### src/rtl/serial_logic8_pkg.sv
// Shared opcode constants and FSM state encoding for the bit-serial logic unit.
package serial_logic_pkg;

  localparam logic [1:0] OP_AND = 2'b00;
  localparam logic [1:0] OP_OR  = 2'b01;
  localparam logic [1:0] OP_XOR = 2'b10;
  localparam logic [1:0] OP_NOT = 2'b11;

  typedef enum logic [1:0] {
    S_IDLE  = 2'd0,
    S_SHIFT = 2'd1,
    S_DONE  = 2'd2
  } state_t;

endpackage

### src/rtl/serial_logic8_if.sv
// Operand/result handshake bundle between a byte producer, the serial unit and a consumer.
interface serial_logic8_if #(
  parameter int WIDTH = 8
);
  logic             in_valid;
  logic             in_ready;
  logic [WIDTH-1:0] a;
  logic [WIDTH-1:0] b;
  logic [1:0]       op;
  logic             out_valid;
  logic             out_ready;
  logic [WIDTH-1:0] f;
  logic             busy;

  modport master (
    output in_valid, a, b, op, out_ready,
    input  in_ready, out_valid, f, busy
  );

  modport slave (
    input  in_valid, a, b, op, out_ready,
    output in_ready, out_valid, f, busy
  );
endinterface

### src/rtl/serial_logic8_logic_bit.sv
// Single-bit gate cell: one of AND/OR/XOR/NOT-A chosen by op. B is unused for NOT.
module logic_bit
  import serial_logic_pkg::*;
(
  output logic       f,
  input  logic       a,
  input  logic       b,
  input  logic [1:0] op
);

  wire and_w;
  wire or_w;
  wire xor_w;
  wire not_w;

  and g_and (and_w, a, b);
  or  g_or  (or_w,  a, b);
  xor g_xor (xor_w, a, b);
  not g_not (not_w, a);

  always_comb begin
    f = 1'b0;
    case (op)
      OP_AND:  f = and_w;
      OP_OR:   f = or_w;
      OP_XOR:  f = xor_w;
      OP_NOT:  f = not_w;
      default: f = 1'b0;
    endcase
  end

endmodule

### src/rtl/serial_logic8.sv
// Bit-serial logic unit: captures two operands, evaluates them LSB first through one
// gate cell over WIDTH cycles, then holds the result until the consumer takes it.
module serial_logic8
  import serial_logic_pkg::*;
#(
  parameter int WIDTH = 8
) (
  input  logic           clk,
  input  logic           rst_n,
  serial_logic8_if.slave bus
);

  localparam int              CNT_W    = $clog2(WIDTH);
  localparam logic [CNT_W-1:0] CNT_LAST = CNT_W'(WIDTH - 1);
  localparam logic [CNT_W-1:0] CNT_ONE  = CNT_W'(1);

  state_t           state_q, state_d;
  logic [WIDTH-1:0] a_sh_q,  a_sh_d;
  logic [WIDTH-1:0] b_sh_q,  b_sh_d;
  logic [1:0]       op_q,    op_d;
  logic [WIDTH-1:0] r_sh_q,  r_sh_d;
  logic [CNT_W-1:0] cnt_q,   cnt_d;
  logic [WIDTH-1:0] f_q,     f_d;
  logic             cell_f;

  logic_bit u_bit (
    .f  (cell_f),
    .a  (a_sh_q[0]),
    .b  (b_sh_q[0]),
    .op (op_q)
  );

  always_comb begin
    state_d = state_q;
    a_sh_d  = a_sh_q;
    b_sh_d  = b_sh_q;
    op_d    = op_q;
    r_sh_d  = r_sh_q;
    cnt_d   = cnt_q;
    f_d     = f_q;

    case (state_q)
      S_IDLE: begin
        if (bus.in_valid) begin
          a_sh_d  = bus.a;
          b_sh_d  = bus.b;
          op_d    = bus.op;
          r_sh_d  = '0;
          cnt_d   = '0;
          state_d = S_SHIFT;
        end
      end

      S_SHIFT: begin
        a_sh_d = a_sh_q >> 1;
        b_sh_d = b_sh_q >> 1;
        // New bit enters at the MSB so the first (LSB) result bit ends up at bit 0.
        r_sh_d = {cell_f, r_sh_q[WIDTH-1:1]};
        cnt_d  = cnt_q + CNT_ONE;
        if (cnt_q == CNT_LAST) begin
          f_d     = {cell_f, r_sh_q[WIDTH-1:1]};
          state_d = S_DONE;
        end
      end

      S_DONE: begin
        if (bus.out_ready) begin
          state_d = S_IDLE;
        end
      end

      default: state_d = S_IDLE;
    endcase
  end

  always_ff @(posedge clk or negedge rst_n) begin
    if (!rst_n) begin
      state_q <= S_IDLE;
      a_sh_q  <= '0;
      b_sh_q  <= '0;
      op_q    <= '0;
      r_sh_q  <= '0;
      cnt_q   <= '0;
      f_q     <= '0;
    end else begin
      state_q <= state_d;
      a_sh_q  <= a_sh_d;
      b_sh_q  <= b_sh_d;
      op_q    <= op_d;
      r_sh_q  <= r_sh_d;
      cnt_q   <= cnt_d;
      f_q     <= f_d;
    end
  end

  // Handshake flags are pure state decodes; in_ready never looks at out_ready.
  assign bus.in_ready  = (state_q == S_IDLE);
  assign bus.out_valid = (state_q == S_DONE);
  assign bus.busy      = (state_q == S_SHIFT) || (state_q == S_DONE);
  assign bus.f         = f_q;

endmodule

### src/flat_wrapper.sv
// flat-port wrapper written by rule: the top's interface ports become plain ports
module serial_logic8_flat import serial_logic_pkg::*;
#(
  parameter int WIDTH = 8
)
  (clk, rst_n, bus_in_valid, bus_a, bus_b, bus_op, bus_out_ready, bus_in_ready, bus_out_valid, bus_f, bus_busy);
  serial_logic8_if #(.WIDTH(WIDTH)) bus_i ();
  input  logic clk;
  input  logic rst_n;
  input wire logic [$bits(bus_i.in_valid)-1:0] bus_in_valid;
  input wire logic [$bits(bus_i.a)-1:0] bus_a;
  input wire logic [$bits(bus_i.b)-1:0] bus_b;
  input wire logic [$bits(bus_i.op)-1:0] bus_op;
  input wire logic [$bits(bus_i.out_ready)-1:0] bus_out_ready;
  output wire logic [$bits(bus_i.in_ready)-1:0] bus_in_ready;
  output wire logic [$bits(bus_i.out_valid)-1:0] bus_out_valid;
  output wire logic [$bits(bus_i.f)-1:0] bus_f;
  output wire logic [$bits(bus_i.busy)-1:0] bus_busy;
  assign bus_i.in_valid = bus_in_valid;
  assign bus_i.a = bus_a;
  assign bus_i.b = bus_b;
  assign bus_i.op = bus_op;
  assign bus_i.out_ready = bus_out_ready;
  assign bus_in_ready = bus_i.in_ready;
  assign bus_out_valid = bus_i.out_valid;
  assign bus_f = bus_i.f;
  assign bus_busy = bus_i.busy;
  serial_logic8 #(.WIDTH(WIDTH)) u_core (.clk(clk), .rst_n(rst_n), .bus(bus_i));
endmodule
### config.mk
export PLATFORM = sky130hd
export DESIGN_NAME = serial_logic8_flat
export DESIGN_NICKNAME = d
export VERILOG_FILES = /design/src/rtl/serial_logic8_pkg.sv /design/src/rtl/serial_logic8_if.sv /design/src/rtl/serial_logic8_logic_bit.sv /design/src/rtl/serial_logic8.sv /design/src/flat_wrapper.sv
export SDC_FILE = /design/constraint.sdc
export NUM_CORES = 1
export LEC_CHECK = 0
export ABC_AREA = 0
export CORE_MARGIN = 8
export CORE_UTILIZATION = 51
export CTS_CLUSTER_DIAMETER = 120
export DETAILED_ROUTE_END_ITERATION = 10
export PLACE_DENSITY = 0.78
export SLEW_MARGIN = 10
export SYNTH_ARGS = -nofsm -noshare
export SYNTH_HDL_FRONTEND = slang
export SYNTH_SLANG_ARGS = --single-unit
### constraint.sdc
create_clock -name clk -period 1.7 [get_ports clk]
set_input_delay 0.255 -clock clk [delete_from_list [all_inputs] [get_ports clk]]
set_output_delay 0.255 -clock clk [all_outputs]
set_load 0.03 [all_outputs]
Word-level counts from Yosys, hierarchy flattened --
Index checks and enable logic that the tools add are counted.
Storage, ports and cells: register bits 39, input port bits 22, output and inout bits 11
Operators by class: bitwise operators 4, add/subtract/negate cells 1, reductions and logical operators 8, multiplexer cells 13, equal/unequal tests 9
Operators with widths (count):
- $pmux W8 S2 | 3
- $mux W8 | 3
- $eq A2 B2 Y1 const B | 3
- $mux W2 | 3
- $pmux W2 S3 | 1
- $pmux W3 S2 | 1
- $reduce_and A2 Y1 | 3
- $eq A2 B1 Y1 const B | 2
- $logic_not A2 Y1 | 2
- $ne A2 B2 Y1 const B | 2
- $pmux W1 S4 | 1
- $add A3 B1 Y3 const B | 1
- $eq A3 B3 Y1 const B | 1
- $mux W3 | 1
- $reduce_and A3 Y1 | 1
- $ne A2 B1 Y1 const B | 1
- $reduce_bool A2 Y1 | 1
- $and A1 B1 Y1 | 1
- $logic_or A1 B1 Y1 | 1
- $not A1 Y1 | 1
- $or A1 B1 Y1 | 1
- $xor A1 B1 Y1 | 1

Longest topological paths before layout --
Gate-level depths: netlist of the first run.
depth in word-level cells 3, gate-level depth with buffers 7, gate-level depth less buffers 5

Modules after synthesis --
Synthesis of the first run repeated with hierarchy kept, for this count alone.
Unflattened totals: cell total of the unflattened synthesis 141, area, all modules 1762.9 um^2
Modules (own cells, without submodules):
- serial_logic8 | sequential area each 950.9 um^2, cells each 135, area each 1704.1 um^2, instances 1
- logic_bit | sequential area each 0.0 um^2, cells each 6, area each 58.8 um^2, instances 1

Worst setup path after synthesis of the first run --
OpenSTA, ideal clock, no wires.
path type register to register, from register u_core.state_q[0], to register u_core.cnt_q[0], clock period less this slack 1.647 ns, required time 1.626 ns, data arrival time 1.573 ns, setup slack 0.053 ns, cell stages (with the launch flop) 8, setup time 0.074 ns, cells stage by stage dfrtp_1 > inv_1 > ha_1 > mux2i_1 > buf_6 > buf_12 > nand2_1 > o21ai_2
Between the ends: cells in the longest elaborated chain, start to end 3, elaborated cells between the ends (all ways) 6, those cells by class 2 x eq/ne; 1 x mux; 3 x reduce/logical
Ends and longest elaborated chain:
- start, declared | RTL line serial_logic8.sv:17 | state_t state_q, state_d;
- start signal, assigned | RTL line serial_logic8.sv:86 | state_q <= state_d;
- $logic_not A2 Y1 (*)
- net bus_in_ready | RTL line flat_wrapper.sv:15 | output wire logic [$bits(bus_i.in_ready)-1:0] bus_in_ready;
- $ne A2 B2 Y1 (no source line) / $reduce_bool A2 Y1 (equally long branches)
- $reduce_and A2 Y1 (no source line)
- end signal, assigned | RTL line serial_logic8.sv:91 | cnt_q <= cnt_d;
- end, declared | RTL line serial_logic8.sv:22 | logic [CNT_W-1:0] cnt_q, cnt_d;
The timed path passes the listed nets; every way through them passes the cells marked *. A chain may end at the register's enable or synchronous reset.

Worst setup path after layout of the first run --
from register u_core.state_q[0], to output bus_out_valid
Between the ends: cells in the longest elaborated chain, start to end 1
Ends and longest elaborated chain:
- $eq A2 B2 Y1 | RTL line serial_logic8.sv:98 | assign bus.out_valid = (state_q == S_DONE);
- end, declared | RTL line flat_wrapper.sv:16 | output wire logic [$bits(bus_i.out_valid)-1:0] bus_out_valid;
No other way between the ends.

==> flow_summary_export.csv, run 1 <==
group,metric,value,unit
die,die_area,5620,µm²
sta,slew_viol_final,0,
yosys,syn_nets,175,
placed_design,dp_slack,45.2,ps
yosys,synth_top_cell_by_area,"dfrtp_1",
grt,grt_max_degree,29,
pwr,switchingPower,1.36,mW
yosys,ys_seq_area_share,53.6,%
routing,vias,1204,
setup_path,ff2ff_setup_slack,150,ps
routing,drt-total-wl,3.35,mm
yosys,synth_top_area_share,53.6,%
cells_and_area,fillers,275,
grt,grt_overflow_total,0,
routing,dr.pass1.iters,5,
sta,period_share,96.9,%
pwr,vdd_ir_drop_max,0.776,mV
routing,vias_per_cell,5.17,
outcome,status,"completed",
clocking,htree_num_levels,2,
sta,fin_crit,1650,ps
setup_path,start_kind,"flop",
yosys,syn_avg_cell_area,12.1,µm²
sta,rsz0062_at_grt,"no",
sta,setup_violations,0,
routing,wl_per_cell,14.4,µm
clocking,cts-root-buf,"clkbuf_4",
run,drv_cap,0,
yosys,ys_ff_latch,38,
pwr,power_frac_comb,46.8,%
grt,grtUsageTotal,13.4,%
pwr,intPower,2.18,mW
yosys,synth_area,1770,µm²
min_path,hp-class,"input pin to async pin",
cells_and_area,final_common_cell,"dfrtp_1",
grt,grt_first_pass_wirelength,5.66,mm
clocking,cts_sinks,38,
routing,ant_nets,0,
sta,hold_viol,0,
routing,drc,0,
grt,antenna_found_initial,0,
setup_path,r2r-end,"u_core.state_q[1]$_DFFE_PN0P_",
setup_path,crit_type,"flop to output pin",
sta,final.setup_skew,8.39,ps
die,coreArea,3340,µm²
yosys,yosysUniqueCellTypes,26,
placed_design,io_buffers,32,
cells_and_area,layout-drive-gt1-share,20.3,%
die,io_pins,33,
placed_design,dpl.hpwl,2.60,mm
die,die_h,75.0,µm
grt,first_global_vias,1310,
clocking,cts_tree,"yes",
pwr,seq_power_share,39.7,%
cells_and_area,fin_nets,215,
clocking,clk_pin_slew,110,ps
cells_and_area,n_antenna_cell,0,
pwr,switching_share,38.3,%
pwr,finalPower,3.54,mW
setup_path,arrival,1390,ps
sta,clock.fmax,607,MHz
clocking,clock_latency,340,ps
setup_path,rr_worst_depth,5,
routing,drt_iter0_drc,86,
yosys,yosys_warnings,0,
pwr,power_density,1580,nW/µm²
die,start_util,53.1,%
sta,relSlewSlack,69.3,%
sta,postLayoutSetupSlackWorst,52.8,ps
setup_path,crit_path_end_kind,"output pin",
sta,tightest_slew,461,ps
setup_path,crit_required,1440,ps
cells_and_area,final_cell_mix,"38 x dfrtp_1, 28 x clkdlybuf4s50_1, 21 x nand2_1",
placed_design,place.gp.congestion,0.731,
die,die_x,75.0,µm
yosys,synth_area_leaders,"dfrtp_1 54%, mux2i_1 8.5%, mux2_2 5.7%",
setup_path,crit_fanout,3,
cells_and_area,synthToLayoutAreaGrowth,26.5,%
setup_path,r2r_start,"u_core.cnt_q[0]$_DFFE_PN0P_",
pwr,pwr-share-clk,13.5,%
die,fp-row-count,21,
pwr,p_leak,1.04,nW
clocking,cts_buffer_depth,2,
clocking,cts_inserted_buffers,5,
yosys,syn_inst,146,
-- power by group through the flow --
stage          Combinational, mW  Clock, mW  Sequential, mW
2_1_floorplan               1.27          0            1.38
3_3_place_gp                1.52          0            1.40
3_5_place_dp                1.61          0            1.42
4_1_cts                     1.61      0.505            1.40
5_1_grt                     1.83      0.535            1.44
6_report                    1.66      0.477            1.40
-- synth_stat cells (all sizes together) --
| cell | number |
|---|---|
| dfrtp | 38 |
| nand2 | 22 |
| o21ai | 19 |
| mux2i | 15 |
| mux2 | 10 |
| a22o | 8 |
| ha | 7 |
| inv | 7 |
| buf | 6 |
| nand2b | 3 |
| a21oi | 2 |
| a31oi | 2 |
| and3 | 2 |
| and2 | 1 |
| clkbuf | 1 |
| mux4 | 1 |
| nand3 | 1 |
| nor2b | 1 |
-- flip-flops by register name (all words and copies together), names as in the netlist --
name and count:
u_core.op_q 2, u_core.bus.f 8, u_core.r_sh_q 7, u_core.state_q 2, u_core.cnt_q 3, u_core.b_sh_q 8, u_core.a_sh_q 8
-- worst max-delay path by stage --
| stage | to | slack [ps] | depth (start not counted) | start |
|---|---|---|---|---|
| 2_1_floorplan | u_core.cnt_q[0]$_DFFE_PN0P_ | 50 | 7 | u_core.state_q[0]$_DFFE_PN0P_ |
| 6_report | bus_out_valid | 50 | 3 | u_core.state_q[0]$_DFFE_PN0P_ |
| 4_1_cts | bus_busy | -10 | 3 | u_core.state_q[0]$_DFFE_PN0P_ |
| 3_3_place_gp | bus_busy | 100 | 3 | u_core.state_q[0]$_DFFE_PN0P_ |
| 3_5_place_dp | u_core.a_sh_q[5]$_DFFE_PN0P_ | 50 | 6 | u_core.state_q[0]$_DFFE_PN0P_ |
| 5_1_grt | bus_f[1] | 1 | 1 | u_core.bus.f[1]$_DFFE_PN0P_ |
-- logic make-up (layout without fill, tap and decap cells) --
family	Yosys count	after routing	share of synthesized area, %
DFF	38	38	53.6
buffers and inverters	14	55	5.72
muxes	26	26	16.3
AOI/OAI and AO/OA	31	31	11.9
adders and majority gates	7	7	4.94
and+or+nand+nor	30	30	7.55
-- metal layers --
metal	global-route usage, %	routed length, µm	vias to the layer above
met3	5.33	232	10
met1	13.9	1350	571
met4	6.09	78	0
met2	23.2	1690	34
li1	-	-	589
met5	0	0	-
-- critical path, stage by stage (launching register included) --
cell	delay, ps
dfrtp_1	430
inv_2	110
ha_1	200
clkdlybuf4s15_2	310
-- layout make-up --
| class | instances | area, µm² | share of cell area, % |
|---|---|---|---|
| multi-input cells | 94 | 748 | 33.4 |
| clock buffers | 7 | 55.1 | 2.45 |
| repair buffers | 40 | 400 | 17.8 |
| flip-flops and latches | 38 | 951 | 42.4 |
| clock inverters | 1 | 5.00 | 0.223 |
| well taps | 46 | 57.6 | 2.57 |
| inverters | 7 | 26.3 | 1.17 |
-- repair_timing --
item,4_1_cts,5_1_grt
gates cloned,0,0
buffers inserted,0,2
hold buffers,1,0
setup endpoints to repair,3,15
resized for setup,7,6
endpoints found under the hold margin,19,0
-- per-stage QoR --
stage	cells	utilization [%]	instance area, µm²	setup TNS (ps)	hold WS [ps]
2_1_floorplan	146	-	1770	0	-40.6
3_3_place_gp	222	64.2	2140	0	218
3_5_place_dp	222	64.2	2140	0	232
4_1_cts	231	66.5	2220	-10.7	385
5_1_grt	233	67.2	2240	0	419
6_report	233	67.2	2240	0	401
Note: power is estimated with default switching activity, not from simulation.
==> run 2: changes to the inputs <==
--- a/config.mk
+++ b/config.mk
@@ -7,10 +7,11 @@
 export LEC_CHECK = 0
 export ABC_AREA = 0
 export CORE_MARGIN = 8
-export CORE_UTILIZATION = 51
+export CORE_UTILIZATION = 30
 export CTS_CLUSTER_DIAMETER = 120
 export DETAILED_ROUTE_END_ITERATION = 10
-export PLACE_DENSITY = 0.78
+export MAX_ROUTING_LAYER = met4
+export SKIP_CTS_REPAIR_TIMING = 1
 export SLEW_MARGIN = 10
 export SYNTH_ARGS = -nofsm -noshare
 export SYNTH_HDL_FRONTEND = slang
==> run 2 against run 1 <==
  * Sequential share of layout area down 1.2 points
  * Count of clock-buffer cells in the layout up 1
  * Flip-flop and latch count unchanged
  * Total power up 3.0%
  * Worst hold slack better by 61 ps
  * Critical path depth up 1
  * Largest power group unchanged
  * Wire length down 2.5%
  * Clock power up 48%
  * Core utilization down 28 points
  * Via count down 4.2%
  * Fmax up 4.6%
==> flow_summary_export.csv, run 2 (synthesis gave the netlist of run 1 again) <==
group,metric,value,unit
die,io_pins,33,
cells_and_area,n_antenna_cell,0,
setup_path,ff2ff_setup_slack,140,ps
die,start_util,30.5,%
setup_path,arrival,1320,ps
setup_path,crit_path_end_kind,"output pin",
placed_design,dpl.hpwl,2.39,mm
sta,relSlewSlack,66.5,%
sta,clock.fmax,635,MHz
setup_path,slowest_delay,390,ps
clocking,clock_latency,280,ps
placed_design,dp_slack,87.6,ps
setup_path,crit_fanout,5,
die,die_h,92.9,µm
clocking,cts_inserted_buffers,5,
die,coreArea,5820,µm²
sta,tightest_slew,502,ps
cells_and_area,regArea,951,µm²
pwr,p_leak,1.08,nW
setup_path,r2r-end,"u_core.state_q[1]$_DFFE_PN0P_",
cells_and_area,final_core_util,39.7,%
cells_and_area,final_cell_mix,"38 x dfrtp_1, 28 x clkdlybuf4s50_1, 21 x nand2_1",
routing,vias_per_cell,4.42,
routing,drt_iter0_drc,44,
clocking,cts_tree,"yes",
setup_path,crit_chain,"inv_1 > ha_2 > buf_4 > buf_4",
routing,wl_per_cell,12.5,µm
sta,final.setup_skew,5.09,ps
placed_design,io_buffers,32,
clocking,htree_num_levels,2,
setup_path,crit_required,1440,ps
grt,antenna_found_initial,0,
setup_path,crit_buf_inv,3,
routing,drc,0,
sta,period_share,92.7,%
grt,grt_overflow_total,0,
setup_path,cp_top_family,"buffers and inverters",
run,drv_cap,0,
setup_path,cp_common_cell,"buf_4",
sta,hold_viol,0,
die,die_x,92.9,µm
clocking,cts_sinks,38,
pwr,vdd_ir_drop_max,0.650,mV
clocking,clk_pin_slew,70,ps
pwr,power_density,1580,nW/µm²
clocking,cts_buffer_depth,2,
grt,grt_first_pass_wirelength,5.66,mm
min_path,hp-class,"input pin to async pin",
die,die_area,8630,µm²
cells_and_area,fin_nets,214,
routing,vias,1154,
placed_design,place.gp.congestion,0.731,
cells_and_area,layout-drive-gt1-share,18.3,%
routing,ant_nets,0,
routing,dr.pass1.iters,4,
routing,drt-total-wl,3.26,mm
sta,setup_violations,0,
sta,timing.hold.ws,462,ps
setup_path,start_kind,"flop",
sta,rsz0062_at_grt,"no",
sta,postLayoutSetupSlackWorst,125,ps
cells_and_area,multi_input_area,736,µm²
setup_path,crit_type,"flop to output pin",
sta,fin_crit,1580,ps
clocking,cts-root-buf,"clkbuf_8",
setup_path,r2r_start,"u_core.cnt_q[0]$_DFFE_PN0P_",
outcome,status,"completed",
grt,grtUsageTotal,8.57,%
cells_and_area,final_common_cell,"dfrtp_1",
sta,slew_viol_final,0,
cells_and_area,fillers,599,
setup_path,rr_worst_depth,5,
die,fp-row-count,28,
grt,first_global_vias,1193,
cells_and_area,synthToLayoutAreaGrowth,30.3,%
setup_path,critPathSlowestCell,"dfrtp_1",
grt,grt_max_degree,29,
[run 2: how the worst max path moves through the flow]
stage / cells past startpoint / start / end / slack (ps)
2_1_floorplan: 7 / u_core.state_q[0]$_DFFE_PN0P_ / u_core.cnt_q[0]$_DFFE_PN0P_ / 50
3_3_place_gp: 3 / u_core.state_q[0]$_DFFE_PN0P_ / bus_busy / 100
3_5_place_dp: 3 / u_core.state_q[0]$_DFFE_PN0P_ / bus_busy / 90
4_1_cts: 3 / u_core.state_q[0]$_DFFE_PN0P_ / bus_busy / -230
5_1_grt: 4 / u_core.state_q[1]$_DFFE_PN0P_ / bus_in_ready / 40
6_report: 4 / u_core.state_q[0]$_DFFE_PN0P_ / bus_in_ready / 120
[run 2: per-layer routing]
layer	GRT usage [%]	share of wire (%)
met5	-	0
met4	2.42	0.43
met3	3.72	4.2
met2	12.1	45
met1	10.8	50
[run 2: through the flow]
| stage | instances | instance area [µm²] | total power, mW | TNS, ps |
|---|---|---|---|---|
| 2_1_floorplan | 146 | 1770 | 2.66 | 0 |
| 3_3_place_gp | 252 | 2170 | 2.94 | 0 |
| 3_5_place_dp | 252 | 2170 | 2.96 | 0 |
| 4_1_cts | 260 | 2280 | 3.68 | -423 |
| 5_1_grt | 261 | 2310 | 3.94 | 0 |
| 6_report | 261 | 2310 | 3.64 | 0 |
[run 2: power by group]
group / switching (mW) / internal, mW / leakage [nW]
Clock: 0.299 / 0.409 / 0.0575
Sequential: 0.183 / 1.21 / 0.496
Combinational: 0.824 / 0.722 / 0.526
[run 2: cell type report]
| class | count | area share, % |
|---|---|---|
| clock buffer | 8 | 4.77 |
| inverter | 7 | 1.14 |
| multi-input combinational | 94 | 31.9 |
| sequential | 38 | 41.2 |
| tap | 75 | 4.06 |
| timing repair buffer | 39 | 17.0 |
==> run 3: changes to the inputs <==
--- a/config.mk
+++ b/config.mk
@@ -6,8 +6,9 @@
 export NUM_CORES = 1
 export LEC_CHECK = 0
 export ABC_AREA = 0
-export CORE_MARGIN = 8
+export CORE_MARGIN = 1
 export CORE_UTILIZATION = 30
+export CTS_BUF_LIST = sky130_fd_sc_hd__clkbuf_8
 export CTS_CLUSTER_DIAMETER = 120
 export DETAILED_ROUTE_END_ITERATION = 10
 export MAX_ROUTING_LAYER = met4
==> constraint.sdc (replaced) <==
create_clock -name clk -period 1.7 [get_ports clk]
set_input_delay 0.255 -clock clk [delete_from_list [all_inputs] [get_ports clk]]
set_output_delay 0.255 -clock clk [all_outputs]
set_load 0.01 [all_outputs]
==> run 3 against run 2 <==
  * Via count shrank 2.0%
  * Count of clock-buffer cells in the layout shrank 2
  * Clock power shrank 13%
  * Sequential power is essentially flat
  * Register-to-register slack lost 40 ps
  * Critical path depth grew 1
  * Design area shrank 0.87%
  * Setup slack lost 28 ps
  * Flip-flop and latch count is the same
  * Die area shrank 28%
  * Worst hold slack lost 450 ps
  * Critical path type is now flop to flop
  * Largest cell class unchanged
  * Highest routed layer unchanged
==> flow_summary_export.csv, run 3 (synthesis gave the netlist of run 1 again) <==
group,metric,value,unit
setup_path,crit_buf_inv,1,
placed_design,dp_cells,248,
cells_and_area,fin_nets,212,
clocking,htree_num_levels,2,
routing,wl_per_cell,12.1,µm
cells_and_area,n_antenna_cell,0,
clocking,cts_inserted_buffers,5,
pwr,p_leak,1.08,nW
placed_design,place.gp.congestion,0.750,
die,fp-row-count,27,
setup_path,crit_required,1870,ps
die,die_x,78.9,µm
setup_path,crit_path_end_kind,"flop",
routing,vias_per_cell,4.42,
setup_path,r2r-end,"u_core.state_q[1]$_DFFE_PN0P_",
cells_and_area,final_common_cell,"dfrtp_1",
sta,rsz0062_at_grt,"no",
cells_and_area,final_core_util,40.8,%
setup_path,r2r_start,"u_core.state_q[1]$_DFFE_PN0P_",
clocking,cts-root-buf,"clkbuf_8",
sta,timing.hold.ws,7.97,ps
pwr,power_density,1560,nW/µm²
routing,ant_nets,0,
die,die_h,78.9,µm
setup_path,critPathSlowestCell,"dfrtp_1",
routing,drt_iter0_drc,82,
sta,postLayoutSetupSlackWorst,96.9,ps
routing,drc,0,
grt,first_global_vias,1130,
placed_design,dpl.hpwl,2.18,mm
die,start_util,31.6,%
setup_path,cp_top_family,"flip-flops",
sta,hold_viol,0,
clocking,clock_latency,290,ps
die,coreArea,5610,µm²
sta,relSlewSlack,68.0,%
setup_path,crit_chain,"inv_1 > ha_1 > nand2b_1 > nand3_1 > mux2_1",
placed_design,io_buffers,32,
setup_path,ff2ff_setup_slack,100,ps
sta,tightest_slew,480,ps
sta,final.setup_skew,4.07,ps
grt,grt_overflow_total,0,
outcome,status,"completed",
sta,slew_viol_final,0,
sta,setup_violations,0,
grt,grt_max_degree,39,
cells_and_area,synthToLayoutAreaGrowth,29.1,%
die,io_pins,33,
cells_and_area,final_cell_mix,"38 x dfrtp_1, 28 x clkdlybuf4s50_1, 21 x nand2_1",
setup_path,crit_fanout,6,
die,die_area,6220,µm²
clocking,cts_tree,"yes",
clocking,cts_buffer_depth,2,
setup_path,slowest_delay,400,ps
placed_design,dp_slack,81.8,ps
grt,grt_first_pass_wirelength,5.46,mm
setup_path,rr_worst_depth,5,
sta,period_share,94.3,%
run,drv_cap,0,
pwr,vdd_ir_drop_max,0.533,mV
setup_path,crit_type,"flop to flop",
setup_path,start_kind,"flop",
routing,drt-total-wl,3.09,mm
sta,clock.fmax,624,MHz
grt,antenna_found_initial,0,
routing,vias,1131,
setup_path,cp-startpoint,"u_core.state_q[1]$_DFFE_PN0P_",
setup_path,arrival,1780,ps
grt,grtUsageTotal,12.1,%
min_path,hp-class,"input pin to async pin",
clocking,clk_pin_slew,70,ps
routing,dr.pass1.iters,4,
cells_and_area,layout-drive-gt1-share,16.8,%
clocking,cts_sinks,38,
cells_and_area,final_cells,256,
sta,fin_crit,1600,ps
==> run 3: per-stage QoR <==
stage,instance area [µm²],TNS (ps),total power [mW]
2_1_floorplan,1770,0,2.56
3_3_place_gp,2180,0,2.93
3_5_place_dp,2180,0,2.98
4_1_cts,2270,-379,3.63
5_1_grt,2290,0,3.89
6_report,2290,0,3.57
==> run 3: layout make-up <==
cell class / instances / area [µm²]
clock inverter: 2 / 8.76
tap: 72 / 90.1
sequential: 38 / 951
multi-input combinational: 94 / 746
clock buffer: 6 / 82.6
timing repair buffer: 37 / 385
fill: 580 / 3320
inverter: 7 / 26.3
==> run 3: metal layers <==
layer	track usage [%]	routed length [µm]	vias to the layer above
met3	3.68	156	7
met2	18.3	1450	29
met1	15.0	1430	509
met5	-	0	-
met4	4.91	52	0
li1	-	-	586
==> run 3: worst max path at each step <==
stage / endpoint / slack [ps] / cells after the start
2_1_floorplan: u_core.cnt_q[0]$_DFFE_PN0P_ / 200 / 7
3_3_place_gp: u_core.r_sh_q[3]$_DFFE_PN0P_ / 80 / 4
3_5_place_dp: u_core.cnt_q[1]$_DFFE_PN0P_ / 80 / 4
4_1_cts: bus_in_ready / -240 / 3
5_1_grt: u_core.state_q[1]$_DFFE_PN0P_ / 20 / 5
6_report: u_core.state_q[1]$_DFFE_PN0P_ / 100 / 5
==> run 3: where the power goes <==
part	switching [mW]	internal, mW
Combinational	0.771	0.785
Sequential	0.189	1.21
Clock	0.292	0.321
Total	1.25	2.31
